$ cat src/rtl/rotary_led_sequencer.sv
// Mode-sequenced LED controller for a rotary encoder. It turns detent events into a
// shift, count, bar or auto-scroll pattern on eight LEDs, and a push-button cycles the mode.
module rotary_led_sequencer #(
    parameter int PRESCALE = 50000000
) (
    input  logic       clk,
    input  logic       rst_n,
    input  logic       rotation_event,
    input  logic       rotation_direction,
    input  logic       mode_btn,
    output logic [7:0] leds,
    output logic [1:0] mode
);
    localparam int PS_W = (PRESCALE > 2) ? $clog2(PRESCALE) : 1;
    localparam logic [PS_W-1:0] PS_LAST = PS_W'(PRESCALE - 1);

    typedef enum logic [1:0] {
        MODE_SHIFT = 2'd0,
        MODE_COUNT = 2'd1,
        MODE_BAR   = 2'd2,
        MODE_AUTO  = 2'd3
    } mode_t;

    mode_t           state;
    logic            sync1;
    logic            sync2;
    logic            btn_prev;
    logic            mode_press;
    logic [2:0]      pos;
    logic [7:0]      cnt;
    logic [3:0]      level;
    logic            auto_dir;
    logic [PS_W-1:0] prescaler;

    // Input semantics: rotation_event is a one-cycle strobe with no back-pressure;
    // rotation_direction is qualified by it and ignored otherwise.
    assign mode_press = sync2 & ~btn_prev;
    assign mode       = state;

    function automatic logic [7:0] one_hot(input logic [2:0] p);
        return 8'd1 << p;
    endfunction

    function automatic logic [7:0] thermo(input logic [3:0] l);
        logic [8:0] t;
        t = (9'd1 << l) - 9'd1;
        return t[7:0];
    endfunction

    always_ff @(posedge clk or negedge rst_n) begin
        if (!rst_n) begin
            state     <= MODE_SHIFT;
            leds      <= 8'h01;
            pos       <= 3'd0;
            cnt       <= 8'd0;
            level     <= 4'd0;
            auto_dir  <= 1'b1;
            prescaler <= '0;
            sync1     <= 1'b0;
            sync2     <= 1'b0;
            btn_prev  <= 1'b0;
        end else begin
            sync1    <= mode_btn;
            sync2    <= sync1;
            btn_prev <= sync2;
            // A mode change takes precedence; any coincident event is dropped.
            if (mode_press) begin
                case (state)
                    MODE_SHIFT: begin
                        state <= MODE_COUNT;
                        cnt   <= 8'd0;
                        leds  <= 8'h00;
                    end
                    MODE_COUNT: begin
                        state <= MODE_BAR;
                        level <= 4'd0;
                        leds  <= 8'h00;
                    end
                    MODE_BAR: begin
                        state     <= MODE_AUTO;
                        pos       <= 3'd0;
                        auto_dir  <= 1'b1;
                        prescaler <= '0;
                        leds      <= 8'h01;
                    end
                    MODE_AUTO: begin
                        state     <= MODE_SHIFT;
                        pos       <= 3'd0;
                        prescaler <= '0;
                        leds      <= 8'h01;
                    end
                endcase
            end else begin
                case (state)
                    MODE_SHIFT: begin
                        if (rotation_event) begin
                            if (rotation_direction) begin
                                pos  <= pos + 3'd1;
                                leds <= one_hot(pos + 3'd1);
                            end else begin
                                pos  <= pos - 3'd1;
                                leds <= one_hot(pos - 3'd1);
                            end
                        end
                    end
                    MODE_COUNT: begin
                        if (rotation_event) begin
                            if (rotation_direction) begin
                                cnt  <= cnt + 8'd1;
                                leds <= cnt + 8'd1;
                            end else begin
                                cnt  <= cnt - 8'd1;
                                leds <= cnt - 8'd1;
                            end
                        end
                    end
                    MODE_BAR: begin
                        if (rotation_event) begin
                            if (rotation_direction && level != 4'd8) begin
                                level <= level + 4'd1;
                                leds  <= thermo(level + 4'd1);
                            end else if (!rotation_direction && level != 4'd0) begin
                                level <= level - 4'd1;
                                leds  <= thermo(level - 4'd1);
                            end
                        end
                    end
                    MODE_AUTO: begin
                        // An event only re-aims the scroll and restarts the timebase.
                        if (rotation_event) begin
                            auto_dir  <= rotation_direction;
                            prescaler <= '0;
                        end else if (prescaler == PS_LAST) begin
                            prescaler <= '0;
                            if (auto_dir) begin
                                pos  <= pos + 3'd1;
                                leds <= one_hot(pos + 3'd1);
                            end else begin
                                pos  <= pos - 3'd1;
                                leds <= one_hot(pos - 3'd1);
                            end
                        end else begin
                            prescaler <= prescaler + 1'b1;
                        end
                    end
                endcase
            end
        end
    end
endmodule
$ cat config.mk
export PLATFORM = sky130hd
export DESIGN_NAME = rotary_led_sequencer
export DESIGN_NICKNAME = d
export VERILOG_FILES = /design/src/rtl/rotary_led_sequencer.sv
export SDC_FILE = /design/constraint.sdc
export NUM_CORES = 1
export LEC_CHECK = 0
export BUFFER_PORTS_ARGS = -buffer_cell sky130_fd_sc_hd__clkbuf_2
export CAP_MARGIN = 10
export CORE_ASPECT_RATIO = 0.8
export CORE_MARGIN = 1.5
export CORE_UTILIZATION = 45
export CTS_CLUSTER_DIAMETER = 100
export CTS_CLUSTER_SIZE = 10
export DETAILED_ROUTE_END_ITERATION = 6
export PLACE_DENSITY = 0.75
export SYNTH_ARGS = -nofsm -noshare
export SYNTH_HDL_FRONTEND = slang
export SYNTH_SLANG_ARGS = --single-unit
$ cat constraint.sdc
create_clock -name clk -period 3.1 [get_ports clk]
set_input_delay 0.155 -clock clk [delete_from_list [all_inputs] [get_ports clk]]
set_output_delay 0.155 -clock clk [all_outputs]
set_load 0.005 [all_outputs]
==> results_dict.tcl <==
set metrics [dict create \
    hold_class "in2async" \
    synth_top_area_share_pct 32.15 \
    layout_setup_ws_ns -0.02359 \
    antenna_found_initial 0 \
    clk_pin_slew_ns 0.07 \
    max-cap-violations 0 \
    core_area_um2 8960 \
    place.gp.congestion 0.9664 \
    ant_nets 0 \
    status "complete, but fails checks" \
    clock_path_buffers 2 \
    overflow 0 \
    clk_latency_ns 0.30 \
    end_kind "flop" \
    power.density_nw_per_um2 910.5 \
    cts-root-buf "clkbuf_16" \
    yosysSeqAreaShare_pct 33.42 \
    cp.arrival_ns 3.31 \
    clock_sinks 55 \
    num_rows 31 \
    route.detailed.drc 0 \
    finish.utilization_pct 51.63 \
    grtUsageTotal_pct 21.13 \
    via_per_inst 5.987 \
    tns_ns -0.02359 \
    leakagePower_nw 1.951 \
    synth_cell_types 80 \
    htree_levels 2 \
    final_nets 511 \
    total_power_mw 4.212 \
    hpwl_mm 7.241 \
    initial_core_util_pct 46.04 \
    final_cell_mix "53 x dfrtp_1, 47 x nor2_1, 39 x nand2_1" \
    syn_area_um2 4125 \
    cp-start-kind "flop" \
    die_h_um 88.64 \
    synthesis.nets 496 \
    finalClockSkew_ns 0.007199 \
    cts_buffers 5 \
    fin_crit_ns 3.124 \
    wl_mm 9.884 \
    first_global_vias 3243 \
    yosysWarningCount 0 \
    die_w_um 110.0 \
    numPortBuffers 14 \
    vdd_drop_max_v 0.0004621 \
    hold_viol 20 \
    synthCells 465 \
    dieArea_um2 9754 \
    async_flop_share_pct 100.0 \
    fmax_mhz 320.1 \
    yosys_register_bits 55 \
    drv_slew 0 \
    top_level_ports 15 \
    grt_pass1_wl_mm 15.99 \
    finalSetupViolations 1 \
    synth-edff-count 0 \
    drive_gt1_share_pct 16.42 \
    avgSynthCellArea_um2 8.871 \
    tightest_slew_ns 0.7534 \
    hold_slack_ns -0.01143 \
    rsz0062_at_grt "true" \
    route.vias.total 3568 \
    slew_headroom_pct 49.58 \
    cts_tree "yes" \
    worstPathRequired_ns 3.29 \
    dr.pass1.iters 7 \
    drtIter0Drc 320 \
    wl_per_cell_um 16.58 \
    synth_area_leaders "dfrtp_1 32%, ha_1 7.3%, nor2_1 4.3%" \
    syn_to_final_growth_pct 12.13 \
    violations "hold timing, setup timing" \
    yosysTopAreaCell "dfrtp_1" \
    grt_max_degree 56 \
    fin_crit_sh_pct 100.8 \
    worst-path-max-fanout 6 \
    setup.worst_path.class "reg2reg" \
    layout_commonest_cell "dfrtp_1" \
    diodes 0 \
    synthFlopType "dfrtp_1" \
]
cell usage after synthesis, types with 4 or more instances:
| cell | instances |
|---|---|
| a32oi_1 | 4 |
| dfrtp_1 | 53 |
| o31ai_1 | 8 |
| nand2_1 | 41 |
| clkbuf_1 | 14 |
| buf_2 | 7 |
| inv_1 | 23 |
| nand2b_1 | 7 |
| and3_1 | 7 |
| ha_1 | 24 |
| nand4_1 | 5 |
| a21oi_1 | 23 |
| o211ai_1 | 5 |
| o21ai_0 | 28 |
| xor2_1 | 13 |
| a211oi_1 | 4 |
| a221o_1 | 5 |
| nor2_1 | 47 |
| nor2b_1 | 8 |
| a221oi_1 | 5 |
| nand3_1 | 23 |
| or3_1 | 7 |
| nor3_1 | 5 |
| xnor2_1 | 15 |
sequential cells by signal, indices dropped and copies added, names as in the netlist:
register   cells
cnt            8
leds           8
sync2          1
prescaler     26
mode           2
sync1          1
level          4
pos            3
btn_prev       1
auto_dir       1
critical path, cell delays in order (launching register included):
cell and delay (ns):
dfrtp_1 0.39, nor3_2 0.19, nand2_1 0.10, nand2_2 0.10
ha_4 0.21, a21o_4 0.24, nor3_2 0.13, a31oi_1 0.08
o311ai_2 0.34, nand2_1 0.16, ha_4 0.21, nand2_4 0.07
inv_2 0.05, a221oi_4 0.30, o311ai_2 0.15, a32o_1 0.28
per-layer routing:
metal	wire length [um]	vias up	GRT usage (%)	part of all wire [%]
met5	0	-	0	0
met4	158	0	4.959	1.6
met3	607	21	4.197	6.1
met2	4264	123	31.68	43
met1	4854	1710	31.32	49
li1	-	1714	-	-
worst paths after layout:
path,slack (ns),depth (start not counted),to,startpoint
setup / recovery,-0.02,15,leds[4],level[2]
hold / removal,-0.01,2,prescaler[4],rst_n
setup reg to reg,-0.02,15,leds[4],level[2]
hold reg to reg,0.35,0,sync2,sync1
max in group asynchronous,2.64,2,prescaler[22],rst_n
min in group clk,0.24,2,auto_dir,rotation_event
metrics by stage:
stage | hold WS (ns) | setup WS (ns) | std cells | cell area (um^2)
after floorplan | -0.1406 | 0.006750 | 465 | 4150
after global placement | 0.2652 | 0.06316 | 585 | 4359
after detailed placement | 0.2712 | -0.1152 | 585 | 4359
after CTS | 0.02116 | 0.02292 | 594 | 4557
after global routing | 0.07692 | -0.2047 | 596 | 4626
final | -0.01143 | -0.02359 | 596 | 4626
repair_timing:
| action | in CTS | in global routing |
|---|---|---|
| hold endpoints to repair | 1 | 0 |
| setup buffers | 0 | 2 |
| pin swaps | 1 | 18 |
| hold buffers | 1 | 0 |
| endpoints found under the setup margin | 2 | 4 |
| gates resized for setup | 3 | 10 |
where the power goes:
| group | internal [mW] | switching [mW] | total, mW |
|---|---|---|---|
| registers | 0.889 | 0.147 | 1.04 |
| clock network | 0.386 | 0.270 | 0.656 |
| logic | 1.04 | 1.48 | 2.52 |
| total | 2.32 | 1.90 | 4.21 |
cell families after synthesis:
family          share of synthesized area [%]
compound gates                          21.69
buf+inv                                 4.944
mux                                     1.274
fa+ha+maj                               8.250
simple gates                            22.87
xor+xnor                                7.553
flops                                   33.42
area by class of cell:
| type | instances | area, um^2 |
|---|---|---|
| Clock buffer | 5 | 125.1 |
| Clock inverter | 3 | 47.55 |
| Fill cell | 798 | 4334 |
| Inverter | 23 | 86.33 |
| Multi-Input combinational cell | 363 | 2636 |
| Sequential cell | 55 | 1379 |
| Tap cell | 115 | 143.9 |
| Timing Repair Buffer | 32 | 207.7 |
Power figures use the tool's default switching activity.
